--- src/rtl/rp_adder_pkg.sv ---
// rp_adder_pkg: rp_inc command encodings shared by the control unit and the RP update unit.
package rp_adder_pkg;
    localparam logic [1:0] RP_HOLD = 2'b00;
    localparam logic [1:0] RP_INC  = 2'b01;
    localparam logic [1:0] RP_DEC  = 2'b10;
    localparam logic [1:0] RP_RSVD = 2'b11;
endpackage

--- src/rtl/rp_reg.sv ---
// rp_reg: WIDTH-bit register with load enable and async active-low reset to RESET_VALUE.
module rp_reg #(
    parameter int               WIDTH       = 16,
    parameter logic [WIDTH-1:0] RESET_VALUE = '0
) (
    input  logic             clk,
    input  logic             rst_n,
    input  logic             en,
    input  logic [WIDTH-1:0] d,
    output logic [WIDTH-1:0] q
);
    always_ff @(posedge clk or negedge rst_n)
        if (!rst_n) q <= RESET_VALUE;
        else if (en) q <= d;
endmodule

--- src/rtl/rp_adder.sv ---
// rp_adder: return-stack pointer register stepped +1/-1/hold per cycle by rp_inc.
module rp_adder
    import rp_adder_pkg::*;
#(
    parameter int               WIDTH       = 16,
    parameter logic [WIDTH-1:0] RESET_VALUE = '0
) (
    input  logic             CLK,
    input  logic             reset,
    input  logic [1:0]       rp_inc,
    output logic [WIDTH-1:0] rp
);
    logic             en;
    logic [WIDTH-1:0] nxt;
    // Hold and the reserved code both leave the register disabled; wrap is natural modulo arithmetic.
    always_comb begin
        en  = (rp_inc == RP_INC) || (rp_inc == RP_DEC);
        nxt = (rp_inc == RP_INC) ? rp + WIDTH'(1) : rp - WIDTH'(1);
    end
    rp_reg #(.WIDTH(WIDTH), .RESET_VALUE(RESET_VALUE)) u_reg (
        .clk(CLK), .rst_n(reset), .en(en), .d(nxt), .q(rp)
    );
endmodule

--- config.mk ---
export PLATFORM = sky130hd
export DESIGN_NAME = rp_adder
export DESIGN_NICKNAME = d
export VERILOG_FILES = /design/src/rtl/rp_adder_pkg.sv /design/src/rtl/rp_reg.sv /design/src/rtl/rp_adder.sv
export SDC_FILE = /design/constraint.sdc
export NUM_CORES = 1
export LEC_CHECK = 0
export ABC_AREA = 1
export CAP_MARGIN = 20
export CORE_ASPECT_RATIO = 1.5
export CORE_MARGIN = 2
export CORE_UTILIZATION = 60
export DETAILED_ROUTE_END_ITERATION = 7
export DONT_BUFFER_PORTS = 1
export PLACE_DENSITY = 0.78
export SYNTH_ARGS = -nofsm -noshare
export SYNTH_HDL_FRONTEND = slang
export SYNTH_HIERARCHICAL = 1
export SYNTH_SLANG_ARGS = --single-unit
--- constraint.sdc ---
create_clock -name CLK -period 2.4 [get_ports CLK]
set_input_delay 0.24 -clock CLK [delete_from_list [all_inputs] [get_ports CLK]]
set_output_delay 0.24 -clock CLK [all_outputs]
set_load 0.01 [all_outputs]
==> out/metrics.yaml, run 1 <==
outcome:
  status: "finished, final reports clean"
power_and_ir_drop:
  power_frac_clock_pct: 10.0
  comb_power_share_pct: 66.7
  switching_share_pct: 53.2
  vdd_drop_max_mv: 0.824
  p_int_mw: 1.20
  p_leak_nw: 1.06
  p_switching_mw: 1.37
  power_frac_seq_pct: 23.3
  p_per_area_mw_per_mm2: 1480
hold_path:
  min_path_type: "input pin to flop"
critical_path:
  cp-end-kind: "flop"
  arrival_ns: 2.06
  crit_type: "flop to flop"
  critical_path.max_fanout: 4
  required_ns: 2.60
  cp-start-kind: "flop"
yosys:
  postSynthCellCount: 251
  synth_area_per_cell_um2: 6.56
  yosys_register_bits: 16
  syn_nets: 272
  yosysWarnings: 6
  syn_area_mm2: 0.00165
  synth_cell_types: 24
  synth_seq_area_share_pct: 24.3
floorplan:
  pin_count: 20
  initial_core_util_pct: 62.1
  die-area_mm2: 0.00319
  coreArea_mm2: 0.00265
  die_w_um: 46.8
  rows: 23
  die_h_um: 68.1
global_routing:
  grt_pass1_wl_um: 5660
  antenna_found_initial: 0
  met3_usage_pct: 3.43
  grt_max_degree: 17
  use_met1_pct: 27.1
  grt_busiest_layer: "met2"
  grt_pass1_vias: 1396
  grt_use_total_pct: 24.4
  grtUsageMet2_pct: 44.1
  grt_overflow_total: 0
place:
  port_buffers: 0
  dp_hpwl_um: 2610
  place_congestion: 0.863
  dpl_cell_area_mm2: 0.00166
routing:
  drc: 0
  routed-via-count: 1443
  ant_nets: 0
  first_iter_violations: 38
  via_per_inst: 4.94
  firstDrtPassIters: 4
  wirelength_um: 3410
  wire_per_inst_um: 11.7
clock_tree:
  clock_path_buffers: 2
  clk_pin_slew_ns: 0.07
  cts_sinks: 16
  ctsHtreeMaxLevel: 1
  cts_buffers: 3
  root_buffer: "clkbuf_8"
  clock_latency_ns: 0.26
  postCtsSetupRepairBufs: 0
  tritoncts: "yes"
cells_and_area:
  fin_nets: 277
  n_antenna_cell: 0
  final_core_util_pct: 65.3
  fillers: 258
  largest-register: "u_reg/q"
  finalInstanceArea_mm2: 0.00173
  largest_reg_flops: 16
  final_common_cell: "nand2_1"
  top_regs: "u_reg/q x16"
  drive_above_1_share_pct: 14.1
  mostFrequentLayoutCells: "nand2_1 (111), inv_1 (38), nand2_2 (16), ha_1 (16), dfrtp_1 (16)"
  syn_to_final_growth_pct: 5.10
timing:
  layout_min_cycle_time_ns: 1.86
  hold_viol: 0
  max_freq_mhz: 537
  setup_viol: 0
  clock_skew_ns: 0.00230
  finalMaxSlewViolations: 0
  period_share_pct: 77.5
  worst_pin_slew_ns: 0.806
  final.setup.tns_ns: 0
  rsz0062_at_grt: "false"
  relSlewSlack_pct: 46.1
job:
  cap_violations: 0
## critical path, stage by stage (launching register included)
cell,delay [ns]
dfrtp_1,0.43
inv_1,0.11
fa_1,0.47
inv_1,0.10
nand3_1,0.07
nand3_1,0.15
nand3_1,0.16
nand3_1,0.10
nand2_1,0.05
nand2_1,0.05
nand2_1,0.05
nand2_1,0.08
## kinds of logic after synthesis
| kind of cell | Yosys count | synth area share (%) |
|---|---|---|
| buffers and inverters | 47 | 12.9 |
| xor gates and xnor gates | 8 | 4.26 |
| adders and majority gates | 17 | 13.4 |
| AOI/OAI and AO/OA | 9 | 2.97 |
| DFF | 16 | 24.3 |
| and+or+nand+nor | 154 | 42.1 |
## layout make-up
type | count | area (µm²) | share of cell area, %
Multi-Input combinational cell | 188 | 1030 | 59.7
Timing Repair Buffer | 3 | 25.0 | 1.45
Sequential cell | 16 | 400 | 23.2
Tap cell | 37 | 46.3 | 2.68
Clock buffer | 4 | 55.1 | 3.18
Inverter | 44 | 170 | 9.84
## routing by layer
layer / vias to the layer above / routed length (µm)
met2: 31 / 1800
met1: 637 / 1420
li1: 767 / -
met3: 8 / 101
met5: - / 0
met4: 0 / 93
## power groups by stage
stage	clock [mW]	combinational, mW	sequential (mW)
after floorplan	0	1.45	0.576
after global placement	0	1.67	0.607
after detailed placement	0	1.70	0.608
after CTS	0.258	1.72	0.603
after global routing	0.268	1.97	0.625
final	0.257	1.71	0.597
## synthesized netlist by cell type (all sizes together)
master	number	area share, %
xnor2	3	1.6
nor2	9	2.4
inv	43	10
nand4	2	0.76
clkinv	1	0.23
nand2	127	31
dfrtp	16	24
nor3	3	2.2
a21oi	9	3.0
or2	1	0.53
buf	3	2.6
nand3b	1	1.2
nand3	11	3.7
ha	16	12
xor2	5	2.7
fa	1	1.2
## through the flow
step,cells,setup slack [ns],hold WS (ns),power [mW]
after floorplan,251,0.483,-0.0556,2.02
after detailed placement,287,0.396,-0.0551,2.30
after global routing,292,0.344,0.446,2.86
final,292,0.539,0.408,2.57
after global placement,287,0.401,-0.0552,2.27
after CTS,292,0.533,0.425,2.58
## worst paths after layout
check	startpoint	to	slack, ns	depth (start not counted)
hold / removal	rp_inc[0]	u_reg/q[10]	0.41	4
min in group asynchronous	reset	u_reg/q[9]	0.51	1
hold reg to reg	u_reg/q[7]	u_reg/q[7]	0.57	2
setup reg to reg	u_reg/q[0]	u_reg/q[12]	0.54	11
max in group asynchronous	reset	u_reg/q[1]	1.39	1
setup / recovery	u_reg/q[0]	u_reg/q[12]	0.54	11
## repair_timing
| item | 4_1_cts | 5_1_grt |
|---|---|---|
| hold endpoints to repair | 16 | 0 |
| endpoints found under the setup margin | 0 | 0 |
| resized for setup | 0 | 0 |
| hold buffers | 1 | 0 |
Note: power is estimated with default switching activity, not from simulation.
==> run 2: changes to the inputs <==
CORE_UTILIZATION = 57   (was 60)
PLACE_DENSITY = 0.77   (was 0.78)
clock period = 1.6 ns   (was 2.4 ns; I/O delays follow)
==> run 2 against run 1 <==
Compared with the run above:
- clock skew is 0.00064 ns lower
- sequential power is 38% higher
- critical endpoint is now u_reg/q[13]
- critical path depth stayed put
- non-clock buffer count is 40 higher
- maximum frequency is 14% higher
- largest cell class unchanged
- design area is 32% higher
- largest power group unchanged
- core utilization is 19 points higher
- clock power is 29% higher
- register-to-register slack worse by 0.57 ns
- sequential share of layout area is 5.7 points lower
- global-route usage is 5.9 points higher
- the run now ends with setup timing left
- sequential cell count stayed put
==> out/metrics.yaml, run 2 (same netlist as run 1, synthesis figures left out) <==
outcome:
  status: "finished with violations"
  violations: "setup timing"
place:
  place_congestion: 0.958  # +11%
  dp_hpwl_um: 2970  # +14%
  port_buffers: 0  # unchanged
cells_and_area:
  final_common_cell: "nand2_1"
  mostFrequentLayoutCells: "nand2_1 (97), buf_4 (42), inv_1 (33)"
  largest_reg_flops: 16  # unchanged
  final_core_util_pct: 84.6  # +19 points
  syn_to_final_growth_pct: 39.2
  fillers: 176  # -32%
  top_regs: "u_reg/q x16"
  n_antenna_cell: 0  # unchanged
  largest-register: "u_reg/q"
  drive_above_1_share_pct: 41.2  # +27 points
  fin_nets: 317  # +14%
power_and_ir_drop:
  p_switching_mw: 2.75  # +100%
  comb_power_share_pct: 78.9  # +12 points
  power_frac_clock_pct: 6.1  # -3.9 points
  switching_share_pct: 50.2  # -3.0 points
  p_per_area_mw_per_mm2: 2390  # +61%
  vdd_drop_max_mv: 1.67  # +100%
  p_int_mw: 2.73  # +130%
  p_leak_nw: 1.27  # +20%
  power_frac_seq_pct: 15.1  # -8.2 points
routing:
  wire_per_inst_um: 15.0  # +28%
  routed-via-count: 1706  # +18%
  via_per_inst: 5.15  # +4.3%
  ant_nets: 0  # unchanged
  drc: 0  # unchanged
  first_iter_violations: 37  # -2.6%
  firstDrtPassIters: 4  # unchanged
  wirelength_um: 4960  # +46%
critical_path:
  critical_path.max_fanout: 3  # -1
  crit_type: "flop to flop"
  cp-end-kind: "flop"
  arrival_ns: 1.79  # -0.27 ns
  required_ns: 1.76  # -0.84 ns
  cp-start-kind: "flop"
global_routing:
  grt_pass1_vias: 1731  # +24%
  grt_use_total_pct: 30.3  # +5.9 points
  grt_overflow_total: 0  # unchanged
  grt_max_degree: 17  # unchanged
  antenna_found_initial: 0  # unchanged
  grt_pass1_wl_um: 7380  # +30%
timing:
  rsz0062_at_grt: "true"
  layout_min_cycle_time_ns: 1.63  # -0.227 ns
  worst_pin_slew_ns: 0.857  # +0.0517 ns
  relSlewSlack_pct: 42.7  # -3.5 points
  setup_slack_ns: -0.0332  # -0.573 ns
  clock_skew_ns: 0.00166  # -0.000644 ns
  period_share_pct: 102  # +25 points
  finalMaxSlewViolations: 0  # unchanged
  setup_viol: 5  # +5
  hold_viol: 0  # unchanged
  max_freq_mhz: 612  # +14%
  final.setup.tns_ns: -0.0700  # -0.0700 ns
clock_tree:
  clock_path_buffers: 2  # unchanged
  tritoncts: "yes"
  clk_pin_slew_ns: 0.07  # about the same
  root_buffer: "clkbuf_8"
  ctsHtreeMaxLevel: 1  # unchanged
  cts_buffers: 3  # unchanged
  cts_sinks: 16  # unchanged
  clock_latency_ns: 0.26  # about the same
hold_path:
  min_path_type: "input pin to flop"
floorplan:
  pin_count: 20  # unchanged
  coreArea_mm2: 0.00271  # +2.2%
  die-area_mm2: 0.00334  # +4.9%
  rows: 23  # unchanged
  die_w_um: 47.9  # +2.4%
  initial_core_util_pct: 60.8  # -1.3 points
  die_h_um: 69.8  # +2.4%
job:
  cap_violations: 0  # unchanged
-- run 2: worst max-delay path, cell delays in order (launching register included) --
cell and delay (ns):
dfrtp_1 0.42, ha_1 0.30, nand2_1 0.08, nand2_2 0.06, nand2_1 0.09, nand2_1 0.10
a21oi_2 0.19, nand2_1 0.07, nand2_1 0.06, nand2_1 0.05, nand2_1 0.06, nand2_1 0.05
-- run 2: repair_timing --
item	4_1_cts	5_1_grt
endpoints found under the setup margin	8	11
hold endpoints to repair	16	0
pin swaps	5	11
hold buffers	1	0
buffers inserted	4	3
resized for setup	19	29
-- run 2: layout make-up --
type / instances / area, µm² / area share [%]
Inverter: 44 / 176 / 7.70
Sequential cell: 16 / 400 / 17.5
Tap cell: 37 / 46.3 / 2.02
Timing Repair Buffer: 43 / 325 / 14.2
Clock buffer: 3 / 41.3 / 1.80
Multi-Input combinational cell: 188 / 1300 / 56.8
-- run 2: stage by stage --
stage | area, µm² | hold WS, ns | cells | power, mW | worst slack [ns]
after floorplan | 1670 | -0.136 | 251 | 3.05 | 0.00624
after global placement | 1930 | -0.135 | 320 | 4.03 | -0.111
after detailed placement | 1930 | -0.135 | 320 | 4.12 | -0.149
after CTS | 2150 | 0.394 | 328 | 4.87 | 0.00104
after global routing | 2290 | 0.445 | 331 | 5.93 | -0.169
final | 2290 | 0.394 | 331 | 5.48 | -0.0332
-- run 2: per-layer routing --
| layer | wire length [µm] | GRT usage (%) | vias to the layer above |
|---|---|---|---|
| li1 | - | - | 841 |
| met1 | 1870 | 34.0 | 791 |
| met2 | 2690 | 51.7 | 54 |
| met3 | 170 | 4.17 | 20 |
| met4 | 230 | 14.7 | 0 |
| met5 | 0 | 0 | - |
-- run 2: path summary, 6_finish.rpt --
path                       depth (start not counted)  slack (ns)     endpoint       start
max                                               11       -0.03  u_reg/q[13]  u_reg/q[6]
min                                                4        0.39  u_reg/q[13]   rp_inc[0]
max reg2reg                                       11       -0.03  u_reg/q[13]  u_reg/q[6]
min reg2reg                                        3        0.59   u_reg/q[0]  u_reg/q[0]
max in group asynchronous                          1        0.62   u_reg/q[0]       reset
min in group asynchronous                          1        0.45   u_reg/q[9]       reset
-- run 2: power by group through the flow --
stage                     Sequential (mW)  Combinational, mW  Clock [mW]
final                               0.825               4.32       0.332
after global routing                0.846               4.74       0.344
after CTS                           0.798               3.74       0.330
after detailed placement            0.758               3.36           0
after global placement              0.754               3.27           0
after floorplan                     0.864               2.18           0
